[src/rtl/c7bexcp_ctl.sv]
// ---------------------------------------------------------------------------
// c7bexcp_ctl -- exception / interrupt / ERTN commit controller.
//
// Accepts one event from the _e stage (interrupt > exception > ERTN),
// registers it into _w, and then walks IDLE -> COMMIT -> FLUSH -> IDLE.
// COMMIT lasts one cycle and emits the CSR commit strobe together with
// the fetch redirect. FLUSH lasts FLUSH_CYC cycles. ecl_kill_e is high
// throughout COMMIT and FLUSH.
//
// Build option:
//   C7B_EXT_INTR_SYNC_EN - when defined, ext_intr passes through a two-flop
//                          synchroniser. When undefined, ext_intr_sync is a
//                          direct feed-through and ext_intr must already be
//                          synchronous to clk.
//
// Reset is synchronous and active-low (resetn).
// ---------------------------------------------------------------------------
module c7bexcp_ctl #(
  parameter int FLUSH_CYC = 2              // legal range 1..7
) (
  input  logic        clk,
  input  logic        resetn,
  input  logic        ext_intr,
  input  logic        valid_e,
  input  logic [31:0] pc_e,
  input  logic        except_e,
  input  logic [5:0]  exccode_e,
  input  logic [31:0] badv_e,
  input  logic        ertn_e,
  input  logic        csr_ecl_crmd_ie,
  input  logic        csr_ecl_timer_intr,
  input  logic [31:0] csr_eentry,
  input  logic [31:0] csr_era,
  output logic        ext_intr_sync,
  output logic        exu_ifu_except,
  output logic [5:0]  ecl_csr_exccode_w,
  output logic [31:0] ecl_csr_badv_w,
  output logic [31:0] ifu_exu_pc_w,
  output logic        ecl_csr_ertn_w,
  output logic        ecl_ifu_redirect,
  output logic [31:0] ecl_ifu_redirect_pc,
  output logic        ecl_kill_e
);

  // Value loaded into the flush down-counter on entry to FLUSH; FLUSH
  // exits on the cycle the counter reads zero, giving FLUSH_CYC cycles.
  localparam logic [2:0] FLUSH_LOAD = 3'(FLUSH_CYC - 1);

  typedef enum logic [1:0] {
    ST_IDLE   = 2'd0,
    ST_COMMIT = 2'd1,
    ST_FLUSH  = 2'd2
  } state_t;

  state_t      state_q, state_d;
  logic [2:0]  flush_cnt_q, flush_cnt_d;
  logic        accept;
  logic        intr_req;

  // Captured _w event: ertn_q selects the ERTN strobe and the ERA target.
  logic        ertn_q;
  logic [5:0]  exccode_q;
  logic [31:0] badv_q;
  logic [31:0] pc_q;

  // -------------------------------------------------------------------------
  // External interrupt synchroniser (optional)
  // -------------------------------------------------------------------------
`ifdef C7B_EXT_INTR_SYNC_EN
  logic [1:0] ext_sync_q;

  // Two-flop synchroniser for the asynchronous HWI0 line.
  always_ff @(posedge clk) begin
    if (!resetn) begin
      ext_sync_q <= 2'b00;
    end else begin
      ext_sync_q <= {ext_sync_q[0], ext_intr};
    end
  end

  assign ext_intr_sync = ext_sync_q[1];
`else
  assign ext_intr_sync = ext_intr;
`endif

  // Interrupt request is evaluated combinationally in _e.
  assign intr_req = csr_ecl_crmd_ie & (csr_ecl_timer_intr | ext_intr_sync);

  // -------------------------------------------------------------------------
  // FSM
  // -------------------------------------------------------------------------

  // State and flush-counter registers.
  always_ff @(posedge clk) begin
    // NOTE: sequential state uses non-blocking assignments so every flop
    // samples the pre-edge values regardless of statement order.
    if (!resetn) begin
      state_q     <= ST_IDLE;
      flush_cnt_q <= 3'd0;
    end else begin
      state_q     <= state_d;
      flush_cnt_q <= flush_cnt_d;
    end
  end

  // Next-state, counter and accept decode.
  always_comb begin
    // NOTE: every signal gets a default before the case so no path can
    // leave it unassigned and infer a latch.
    state_d     = state_q;
    flush_cnt_d = flush_cnt_q;
    accept      = 1'b0;

    unique case (state_q)
      ST_IDLE: begin
        // Only a valid _e instruction can carry any event, interrupts
        // included; a pending interrupt waits for the next valid_e.
        if (valid_e && (intr_req || except_e || ertn_e)) begin
          accept  = 1'b1;
          state_d = ST_COMMIT;
        end
      end
      ST_COMMIT: begin
        state_d     = ST_FLUSH;
        flush_cnt_d = FLUSH_LOAD;
      end
      ST_FLUSH: begin
        if (flush_cnt_q == 3'd0) begin
          state_d = ST_IDLE;
        end else begin
          flush_cnt_d = flush_cnt_q - 3'd1;
        end
      end
      default: begin
        state_d     = ST_IDLE;
        flush_cnt_d = 3'd0;
      end
    endcase
  end

  // -------------------------------------------------------------------------
  // _w capture
  // -------------------------------------------------------------------------

  // Register the accepted event; the CSR-facing data is held until the
  // next exception or interrupt replaces it.
  always_ff @(posedge clk) begin
    // NOTE: the _w data registers are reset because they drive outputs
    // that must read zero out of reset.
    if (!resetn) begin
      ertn_q    <= 1'b0;
      exccode_q <= 6'h00;
      badv_q    <= 32'h0;
      pc_q      <= 32'h0;
    end else if (accept) begin
      if (intr_req) begin
        // Interrupt: ecode 0, no faulting address, return to the
        // interrupted instruction.
        ertn_q    <= 1'b0;
        exccode_q <= 6'h00;
        badv_q    <= 32'h0;
        pc_q      <= pc_e;
      end else if (except_e) begin
        // Synchronous exception, also wins over ERTN on the same slot.
        ertn_q    <= 1'b0;
        exccode_q <= exccode_e;
        badv_q    <= badv_e;
        pc_q      <= pc_e;
      end else begin
        // ERTN writes no ESTAT/BADV/ERA, so the data registers hold.
        ertn_q    <= 1'b1;
      end
    end
  end

  // -------------------------------------------------------------------------
  // Outputs
  // -------------------------------------------------------------------------
  logic in_commit;
  assign in_commit = (state_q == ST_COMMIT);

  assign exu_ifu_except    = in_commit & ~ertn_q;
  assign ecl_csr_ertn_w    = in_commit &  ertn_q;
  assign ecl_ifu_redirect  = in_commit;
  assign ecl_kill_e        = (state_q != ST_IDLE);

  assign ecl_csr_exccode_w = exccode_q;
  assign ecl_csr_badv_w    = badv_q;
  assign ifu_exu_pc_w      = pc_q;

  // Redirect target is sampled from the CSRs in the _w cycle itself so
  // any CSR update landing at the same edge is honoured.
  assign ecl_ifu_redirect_pc = !in_commit ? 32'h0 :
                               ertn_q     ? csr_era : csr_eentry;

endmodule
[config.mk]
export PLATFORM = sky130hd
export DESIGN_NAME = c7bexcp_ctl
export DESIGN_NICKNAME = d
export VERILOG_FILES = /design/src/rtl/c7bexcp_ctl.sv
export SDC_FILE = /design/constraint.sdc
export NUM_CORES = 1
export LEC_CHECK = 0
export ABC_AREA = 0
export BUFFER_PORTS_ARGS = -buffer_cell sky130_fd_sc_hd__buf_2
export CORE_UTILIZATION = 31
export CTS_CLUSTER_DIAMETER = 200
export CTS_CLUSTER_SIZE = 24
export DETAILED_ROUTE_END_ITERATION = 7
export PLACE_DENSITY = 0.66
export REMOVE_ABC_BUFFERS = 1
export SLEW_MARGIN = 10
export SYNTH_ARGS = -nofsm -noshare
export SYNTH_HDL_FRONTEND = slang
export SYNTH_SLANG_ARGS = --single-unit
[constraint.sdc]
create_clock -name clk -period 1.3 [get_ports clk]
set_input_delay 0.39 -clock clk [delete_from_list [all_inputs] [get_ports clk]]
set_output_delay 0.39 -clock clk [all_outputs]
set_load 0.01 [all_outputs]
# --- After elaboration in Yosys (flattened, before gate mapping) ---
# Cells that the tools add are included.
word_totals:
  word_cells: 45
  latch_bits: 0
  out_inout_bits: 107
  ff_bits: 76
  n_memories: 0
  mem_bits_rw: 0
  mem_bits_ro: 0
  inputBits: 142
op_classes:
  multipliers: 0
  order_cmp: 0
  muxes: 17
  n_shift: 0
  n_bitwise: 6
  reduce_logical: 10
  n_addsub: 1
  n_eq_ne: 5
  n_div: 0
op_table:
  columns: ["cell", "n"]
  rows:
  - ["2-to-1 mux 32 bit", 6]
  - ["2-to-1 mux 6 bit", 2]
  - ["case mux 3 bit (3 select lines)", 1]
  - ["!= test 2 bit, second input constant", 3]
  - ["case mux 2 bit (3 select lines)", 1]
  - ["AND reduction 2 bit", 3]
  - ["2-to-1 mux 1 bit", 4]
  - ["2-to-1 mux 2 bit", 2]
  - ["nonzero test 2 bit", 2]
  - ["AND 1 bit", 3]
  - ["zero test 3 bit", 1]
  - ["2-to-1 mux 3 bit", 1]
  - ["subtractor 3 x 1 -> 3 bit, second input constant", 1]
  - ["== test 2 x 1 -> 1 bit, second input constant", 1]
  - ["== test 2 bit, second input constant", 1]
  - ["zero test 2 bit", 1]
  - ["logical OR 1 bit", 2]
  - ["NOT 1 bit", 2]
  - ["logical AND 1 bit", 1]
  - ["OR 1 bit", 1]

# --- Logic depth before layout (Yosys ltp) ---
# Gate-level depths: netlist (run 1).
logic_depth:
  depth_word: 8
  depth_mapped: 8
  ltp_nobuf: 7

# --- Worst setup path after synthesis (run 1) ---
# Ideal clock, no wire load.
synth_timing:
  path_kind: "reg-to-output"
  start: "register state_q[1]"
  end: "output ecl_ifu_redirect_pc[22]"
  t_arrival_ps: 1156
  required_ps: 910
  stages_incl_launch_ff: 5
  path_slack_ps: -246
  path_buffers: 1
  cell_sequence: "dfxtp_1 > inv_1 > ha_1 > clkbuf_1 > nor2b_1"
synth_between:
  elab_chain_len: 2
synth_rtl:
  columns: ["item", "line_no", "text"]
  rows:
  - ["start: declaration", "55", "state_t state_q, state_d;"]
  - ["start signal: assignment", "101", "state_q <= state_d;"]
  - ["== test 2 x 1 -> 1 bit", "180", "assign in_commit = (state_q == ST_COMMIT);"]
  - ["via ecl_ifu_redirect", "40", "output logic ecl_ifu_redirect,"]
  - ["2-to-1 mux 32 bit", "193", "assign ecl_ifu_redirect_pc = !in_commit ? 32'h0 :"]
  - ["end: declaration", "41", "output logic [31:0] ecl_ifu_redirect_pc,"]
# The timed path passes the listed nets, and every way through them passes these cells.

# --- Worst setup path in the final report (run 1) ---
layout_timing:
  start: "register ertn_q"
  end: "output ecl_ifu_redirect_pc[1]"
layout_between:
  elab_chain_len: 2
layout_rtl:
  columns: ["item", "line_no", "text"]
  rows:
  - ["start: declaration", "61", "logic ertn_q;"]
  - ["start signal: assignment", "151", "ertn_q <= 1'b0;"]
  - ["start signal: assignment", "159", "ertn_q <= 1'b0;"]
  - ["start signal: assignment", "165", "ertn_q <= 1'b0;"]
  - ["2-to-1 mux 32 bit", "194", "ertn_q ? csr_era : csr_eentry;"]
  - ["2-to-1 mux 32 bit", "193", null]
# No other way between the ends.

==> impl_metrics.toml, run 1 <==
[logic_synthesis]
yosysWarnings = 0
synth-edff-count = 0
synthArstFlopShare_pct = 0
syn_avg_cell_area_um2 = 8.21
synth_top_cell_area_share_pct = 42.8
syn_inst = 433
synth.area.top_cells = "dfxtp_1, nand3_1, o21ai_1, mux2i_1, nand2_1"
syn_area_um2 = 3550
yosysTopAreaCell = "dfxtp_1"
synth-main-ff-cell = "dfxtp_1"
synth.distinct_cells = 25
ys_seq_area_share_pct = 42.8
ys_ff_latch = 76

[layout]
areaGrowthSynthToFinish_pct = 86.1
final_common_cell = "buf_2"
nNetsFinal = 863
nFillCells = 894
drive_above_1_share_pct = 62.3
antenna_cells = 0
layout_common_cells = "buf_2, nand2_1, dfxtp_1"

[timing]
setup_ws_ps = -491
fin_skew_ps = 6.28
tns_ps = -36890
tightest_slew_ps = 486
hold_viol = 0
setup_violations = 112
timing.final.crit_share_pct = 138
post-route-min-period_ps = 1790
final_max_slew_viol_count = 0
max_freq_mhz = 558
relSlewSlack_pct = 67.6
rsz0062_at_grt = "yes"

[detailed_routing]
drt_iter0_drc = 145
wl_per_cell_um = 15.5
drt-total-wl_um = 13300
viasPerCell = 4.85
postRouteAntennaNets = 0
drt_first_pass_iters = 4
drc = 0
vias = 4165

[floorplan]
dieArea_um2 = 11900
core_um2 = 11000
die_h_um = 109
rows = 38
ios = 249
start_util_pct = 32.4
die_w_um = 109

[power_and_ir_drop]
power.density_nw_per_um2 = 1480
ir_drop_v = 0.00117
p_leak_nw = 3.00
power.total_w = 0.00978

[clock_tree]
clock-sinks = 76
cts_made_buffers = 9
worst_skew_pair.late_latency_ps = 330
cts_htree_levels = 3
ctsHoldBuffers = 0
clockBufferDepth = 2
path_clk_slew_ps = 60
ctsRootBufferMaster = "clkbuf_16"
cts_tree = "built"

[outcome]
status = "finished with violations"
violations = "negative setup slack"

[global_route]
gr-total-overflow = 0
grt_pass1_vias = 3936
grt_pass1_wl_um = 18700
track_usage_pct = 20.5
grt_antenna_before_repair = 0
grt_max_degree = 38

[setup_path]
r2r-end = "ifu_exu_pc_w[8]"
critPathKind = "reg -> out"
crit_path_start_kind = "flop"
worstPathRequired_ps = 910
r2r_start = "state_q[0]"
r2r_cells = 10
r2r_slack_ps = -360
crit_arrival_ps = 1400
critPathCaptureType = "output pin"
cp_max_fo = 6

[place]
port_buffers = 248
dp_hpwl_um = 7920
gp_congestion = 0.774

[hold_path]
min_path_type = "in -> reg"
min_path_cells = 3
hold_end = "ifu_exu_pc_w[30]"
min-delay-start = "pc_e[30]"

[flow_run]
maxCapViolCount = 0
worst max-delay path by stage:
stage,from,endpoint
floorplan,ertn_q,ecl_ifu_redirect_pc[0]
global placement,ertn_q,ecl_ifu_redirect_pc[29]
detailed placement,ext_intr,ifu_exu_pc_w[15]
CTS,ertn_q,ecl_ifu_redirect_pc[27]
global route,ertn_q,ecl_ifu_redirect_pc[27]
finish,ertn_q,ecl_ifu_redirect_pc[1]
where the power goes:
group	internal [W]	switching, W	leakage [nW]
clock	0.00138	0.000935	0.133
sequential	0.00261	0.000216	0.622
combinational	0.00253	0.00211	2.24
sequential cells by signal, indices dropped and copies added, names as in the netlist:
register	flops
ecl_csr_badv_w	32
ecl_csr_exccode_w	6
ertn_q	1
flush_cnt_q	3
ifu_exu_pc_w	32
state_q	2
timing repair:
item	in CTS	in global routing
setup buffers	14	7
endpoints found under the setup margin	112	112
resized for setup	110	72
pin swaps	41	31
cloned	17	6
synth_stat cells, drive strengths merged, types with 2 or more instances:
cell type	n
mux2i	34
nor2b	36
dfxtp	76
a21oi	2
a21o	2
and2	3
nand2	77
o21ai	73
nand3	70
nor3	2
inv	8
ha	6
buf	28
clkbuf	11
layer usage:
layer,track usage [%],vias up,wire (um)
met3,5.80,17,1220
met2,37.4,190,6890
met4,7.72,0,215
met1,22.3,1909,5010
met5,0,-,0
li1,-,2049,-
per-stage QoR:
step / utilization [%] / hold WS, ps / worst slack, ps / std cells / instance area, um2
finish: 60.2 / 285 / -491 / 859 / 6620
global route: 60.2 / 282 / -538 / 859 / 6620
CTS: 56.8 / 273 / -512 / 853 / 6240
detailed placement: 45.3 / 448 / -219 / 807 / 4970
global placement: 45.3 / 440 / -200 / 807 / 4970
floorplan: - / 451 / -809 / 394 / 3290
critical path, cell delays in order (launching register included):
cell	delay [ps]
dfxtp_4	410
buf_4	190
mux2i_2	260
nor2b_1	60
buf_2	140
cell families after synthesis:
group,Yosys count,synth area share (%)
muxes,34,9.57
and+or+nand+nor,190,25.4
adders and majority gates,6,2.11
AOI/OAI and AO/OA,80,11.9
buffers and inverters,47,8.20
DFF,76,42.8
area by class of cell:
class / count / area, um2 / area share [%]
tap: 140 / 175 / 2.65
timing repair buffer: 307 / 2170 / 32.8
multi-input combinational: 313 / 2420 / 36.6
sequential: 76 / 1530 / 23.2
clock buffer: 11 / 253 / 3.82
clock inverter: 4 / 25.0 / 0.378
inverter: 8 / 35.0 / 0.530
Note: power is estimated with default switching activity, not from simulation.
==> inputs of run 2 (changes only) <==
--- a/config.mk
+++ b/config.mk
@@ -11,7 +11,6 @@
 export CTS_CLUSTER_DIAMETER = 200
 export CTS_CLUSTER_SIZE = 24
 export DETAILED_ROUTE_END_ITERATION = 7
-export PLACE_DENSITY = 0.66
 export REMOVE_ABC_BUFFERS = 1
 export SLEW_MARGIN = 10
 export SYNTH_ARGS = -nofsm -noshare
==> constraint.sdc (replaced) <==
create_clock -name clk -period 2.2 [get_ports clk]
set_input_delay 0.66 -clock clk [delete_from_list [all_inputs] [get_ports clk]]
set_output_delay 0.66 -clock clk [all_outputs]
set_load 0.01 [all_outputs]
==> impl_metrics.toml, run 2 (synthesis gave the netlist of run 1 again) <==
[setup_path]
r2r_slack_ps = 590
cp_max_fo = 16
path_cells = "buf_12 -> mux2i_4 -> nor2b_1 -> buf_2"
crit_end = "ecl_ifu_redirect_pc[8]"
timing.critical_path.buf_inv = 2
r2r-end = "ifu_exu_pc_w[4]"
cp_slowest_stage_delay_ps = 440
crit_family = "flip-flops"
r2r_cells = 7
worstPathRequired_ps = 1540
critPathKind = "reg -> out"
crit_arrival_ps = 1430
r2r_start = "state_q[0]"
critPathCaptureType = "output pin"
slowest_stage = "dfxtp_4"
crit_start = "ertn_q"
cp_num_cells = 4
crit_path_start_kind = "flop"

[detailed_routing]
wl_per_cell_um = 12.9
drt_first_pass_iters = 4
viasPerCell = 4.60
drc = 0
drt_iter0_drc = 92
drt-total-wl_um = 10400
postRouteAntennaNets = 0
vias = 3725

[floorplan]
die_h_um = 109
core_um2 = 11000
start_util_pct = 32.4
dieArea_um2 = 11900
rows = 38
die_w_um = 109
ios = 249

[layout]
nNetsFinal = 813
antenna_cells = 0
final_common_cell = "buf_2"
layout_common_cells = "buf_2, nand2_1, dfxtp_1"
final_util_pct = 47.3
fin_cells = 809
areaGrowthSynthToFinish_pct = 46.1
drive_above_1_share_pct = 42.2

[timing]
tightest_slew_ps = 402
hold_viol = 0
fin_skew_ps = 6.94
setup_violations = 0
timing.final.crit_share_pct = 94.9
post-route-min-period_ps = 2090
setup_ws_ps = 112
relSlewSlack_pct = 73.2
final_max_slew_viol_count = 0
rsz0062_at_grt = "no"
max_freq_mhz = 479

[clock_tree]
cts_tree = "built"
path_clk_slew_ps = 60
ctsRootBufferMaster = "clkbuf_16"
cts_made_buffers = 9
clock-sinks = 76
clockBufferDepth = 2
ctsHoldBuffers = 0
cts_htree_levels = 3
worst_skew_pair.late_latency_ps = 330

[flow_run]
maxCapViolCount = 0

[power_and_ir_drop]
power.density_nw_per_um2 = 890
p_leak_nw = 2.51
ir_drop_v = 0.000452

[global_route]
grt_antenna_before_repair = 0
grt_max_degree = 78
gr-total-overflow = 0
track_usage_pct = 17.0
grt_pass1_wl_um = 15400
grt_pass1_vias = 3335

[hold_path]
min_path_type = "reg -> reg"

[place]
post-place-ws_ps = 273
place_inst = 794
gp_congestion = 0.725
dp_hpwl_um = 7890
port_buffers = 248

[outcome]
status = "finished, final reports clean"
[run 2: changes by cell type in the layout (fill, tap and decap cells not counted), moves of 21 or more]
cell / change
nand3_1: +66
nand3_2: -59
o21ai_2: -22
o21ai_1: +21
[run 2: cell type report]
type	instances	area [um2]
Clock inverter	5	61.3
Clock buffer	10	239
Timing Repair Buffer	260	1400
Inverter	8	30.0
Fill cell	1095	5790
Multi-Input combinational cell	310	1770
Tap cell	140	175
Sequential cell	76	1530
[run 2: worst min path at each step]
stage / from / endpoint / depth (start not counted)
after floorplan: state_q[1] / state_q[1] / 2
final: ecl_csr_badv_w[0] / ecl_csr_badv_w[0] / 2
after global routing: ecl_csr_badv_w[10] / ecl_csr_badv_w[10] / 2
after detailed placement: ecl_csr_badv_w[0] / ecl_csr_badv_w[0] / 2
after CTS: ecl_csr_badv_w[0] / ecl_csr_badv_w[0] / 2
after global placement: ifu_exu_pc_w[4] / ifu_exu_pc_w[4] / 2
[run 2: power by group]
part	switching, W	total [W]	leakage (nW)	internal, W
logic	0.000826	0.00151	1.74	0.000686
clock network	0.000578	0.00149	0.149	0.000909
registers	0.0000901	0.00162	0.620	0.00153
total	0.00149	0.00462	2.51	0.00313
[run 2: per-stage QoR]
step / cell area [um2] / setup TNS [ps] / power [W] / hold WS [ps]
4_1_cts: 5170 / 0 / 0.00467 / 453
6_report: 5190 / 0 / 0.00462 / 450
5_1_grt: 5190 / 0 / 0.00492 / 471
3_5_place_dp: 4870 / 0 / 0.00316 / 445
2_1_floorplan: 3290 / -5810 / 0.00244 / 451
3_3_place_gp: 4870 / 0 / 0.00313 / 440
[run 2: per-layer routing]
metal,share of wire [%],GRT usage [%],vias up,wire length (um)
met2,48,29.7,171,4980
met4,2.0,8.59,0,204
met5,0,0,-,0
li1,-,-,1920,-
met3,12,6.87,17,1210
met1,39,17.3,1617,4040
[run 2: worst register-to-register path: stages (launching register included)]
cell	delay (ps)
dfxtp_1	400
inv_1	110
ha_1	280
nand2_1	100
a21o_4	150
buf_12	280
nand3_1	140
o21ai_1	90
[run 2: what timing repair did]
item                                    in CTS  in global routing
pin swaps                                    0                  0
endpoints found under the setup margin       4                 19
buffers inserted                             0                  0
gates resized for setup                      3                  3
==> inputs of run 3 (changes only) <==
--- a/config.mk
+++ b/config.mk
@@ -6,11 +6,13 @@
 export NUM_CORES = 1
 export LEC_CHECK = 0
 export ABC_AREA = 0
+export ABC_CLOCK_PERIOD_IN_PS = 1800
 export BUFFER_PORTS_ARGS = -buffer_cell sky130_fd_sc_hd__buf_2
 export CORE_UTILIZATION = 31
 export CTS_CLUSTER_DIAMETER = 200
 export CTS_CLUSTER_SIZE = 24
 export DETAILED_ROUTE_END_ITERATION = 7
+export PLACE_DENSITY = 0.66
 export REMOVE_ABC_BUFFERS = 1
 export SLEW_MARGIN = 10
 export SYNTH_ARGS = -nofsm -noshare
==> constraint.sdc (replaced) <==
create_clock -name clk -period 1.8 [get_ports clk]
set_input_delay 0.54 -clock clk [delete_from_list [all_inputs] [get_ports clk]]
set_output_delay 0.54 -clock clk [all_outputs]
set_load 0.01 [all_outputs]
==> impl_metrics.toml, run 3 (synthesis gave the netlist of run 1 again) <==
[timing]
post-route-min-period_ps = 1960
setup_ws_ps = -160
final_max_slew_viol_count = 0
max_freq_mhz = 510
setup_violations = 34
tns_ps = -3660
tightest_slew_ps = 380
relSlewSlack_pct = 74.6
rsz0062_at_grt = "yes"
timing.final.crit_share_pct = 109
fin_skew_ps = 7.27
hold_viol = 0

[global_route]
grt_max_degree = 39
grt_antenna_before_repair = 0
gr-total-overflow = 0
grt_pass1_wl_um = 15600
track_usage_pct = 16.9
grt_pass1_vias = 3524

[layout]
drive_above_1_share_pct = 46.3
seqCellArea_um2 = 1530
nNetsFinal = 829
areaGrowthSynthToFinish_pct = 55.5
final_common_cell = "buf_2"
nFillCells = 1056
multi_input_area_um2 = 1870
finalInstanceArea_um2 = 5530
antenna_cells = 0
layout_common_cells = "buf_2, nand2_1, dfxtp_1"

[clock_tree]
cts_htree_levels = 3
clockBufferDepth = 2
path_clk_slew_ps = 60
clock-sinks = 76
cts_tree = "built"
ctsRootBufferMaster = "clkbuf_16"
cts_made_buffers = 9
worst_skew_pair.late_latency_ps = 330
ctsHoldBuffers = 0

[floorplan]
start_util_pct = 32.4
ios = 249
die_w_um = 109
die_h_um = 109
dieArea_um2 = 11900
rows = 38
core_um2 = 11000

[setup_path]
worstPathRequired_ps = 1260
cp_max_fo = 7
r2r_slack_ps = 240
r2r-end = "state_q[1]"
crit_path_start_kind = "flop"
critPathKind = "reg -> out"
r2r_start = "state_q[1]"
critPathCaptureType = "output pin"
crit_arrival_ps = 1420
r2r_cells = 7

[power_and_ir_drop]
p_leak_nw = 2.65
power.density_nw_per_um2 = 1080
ir_drop_v = 0.000540
power.total_w = 0.00596

[detailed_routing]
wl_per_cell_um = 13.5
postRouteAntennaNets = 0
viasPerCell = 4.68
drt_first_pass_iters = 4
drt-total-wl_um = 11100
vias = 3853
drt_iter0_drc = 156
drc = 0

[place]
dp_hpwl_um = 8030
gp_congestion = 0.768
port_buffers = 248
place_area_um2 = 4930

[outcome]
violations = "negative setup slack"
status = "finished with violations"

[hold_path]
min_path_type = "in -> reg"
min-delay-start = "pc_e[9]"
hold_end = "ifu_exu_pc_w[9]"
min_path_cells = 3

[flow_run]
maxCapViolCount = 0
run 3: cell count changes in the layout (fill, tap and decap cells not counted), sizes merged:
cell and change:
buf +14, bufbuf +1, clkbuf +1, inv -1
run 3: how the worst max path moves through the flow:
stage | slack (ps) | start | endpoint | cells past startpoint
after global placement | 50 | state_q[1] | ecl_ifu_redirect_pc[25] | 5
after floorplan | -460 | ertn_q | ecl_ifu_redirect_pc[0] | 2
after CTS | -190 | ertn_q | ecl_ifu_redirect_pc[31] | 5
after global routing | -200 | ertn_q | ecl_ifu_redirect_pc[31] | 5
after detailed placement | 1 | state_q[1] | ecl_ifu_redirect_pc[25] | 5
final | -160 | ertn_q | ecl_ifu_redirect_pc[31] | 5
run 3: final cells by class:
class                           instances  share of cell area, %
Multi-Input combinational cell        310                   33.9
Timing Repair Buffer                  276                   29.7
Sequential cell                        76                   27.6
Clock buffer                           10                   4.14
Tap cell                              140                   3.17
Clock inverter                          4                  0.951
Inverter                                8                  0.543
run 3: where the power goes:
| group | total (W) | internal, W | switching (W) |
|---|---|---|---|
| clock network | 0.00172 | 0.00106 | 0.000662 |
| logic | 0.00225 | 0.00112 | 0.00113 |
| registers | 0.00199 | 0.00188 | 0.000107 |
run 3: worst max-delay path: stages (launching register included):
cell     delay (ps)
dfxtp_2         340
buf_12          150
buf_12          150
mux2i_4         180
nor2b_1         130
buf_2           150
run 3: per-layer routing:
| layer | part of all wire [%] | GRT usage [%] | vias to the layer above | routed length [um] |
|---|---|---|---|---|
| li1 | - | - | 1953 | - |
| met1 | 39 | 18.4 | 1708 | 4340 |
| met2 | 50 | 30.3 | 179 | 5570 |
| met3 | 9.6 | 6.10 | 13 | 1070 |
| met4 | 1.5 | 5.60 | 0 | 170 |
| met5 | 0 | 0 | - | 0 |
run 3: repair_timing:
| item | in CTS | in global routing |
|---|---|---|
| resized for setup | 18 | 19 |
| endpoints found under the setup margin | 36 | 36 |
| gates cloned | 2 | 3 |
| pin swaps | 0 | 1 |
| endpoints found under the hold margin | 0 | 0 |
| setup buffers | 4 | 3 |
run 3: stage by stage:
step	utilization [%]	setup slack [ps]	cells	hold WS [ps]
floorplan	-	-459	394	451
global placement	44.9	49.1	798	439
detailed placement	44.9	1.47	798	445
CTS	48.9	-186	818	427
global route	50.3	-197	824	432
finish	50.3	-160	824	437
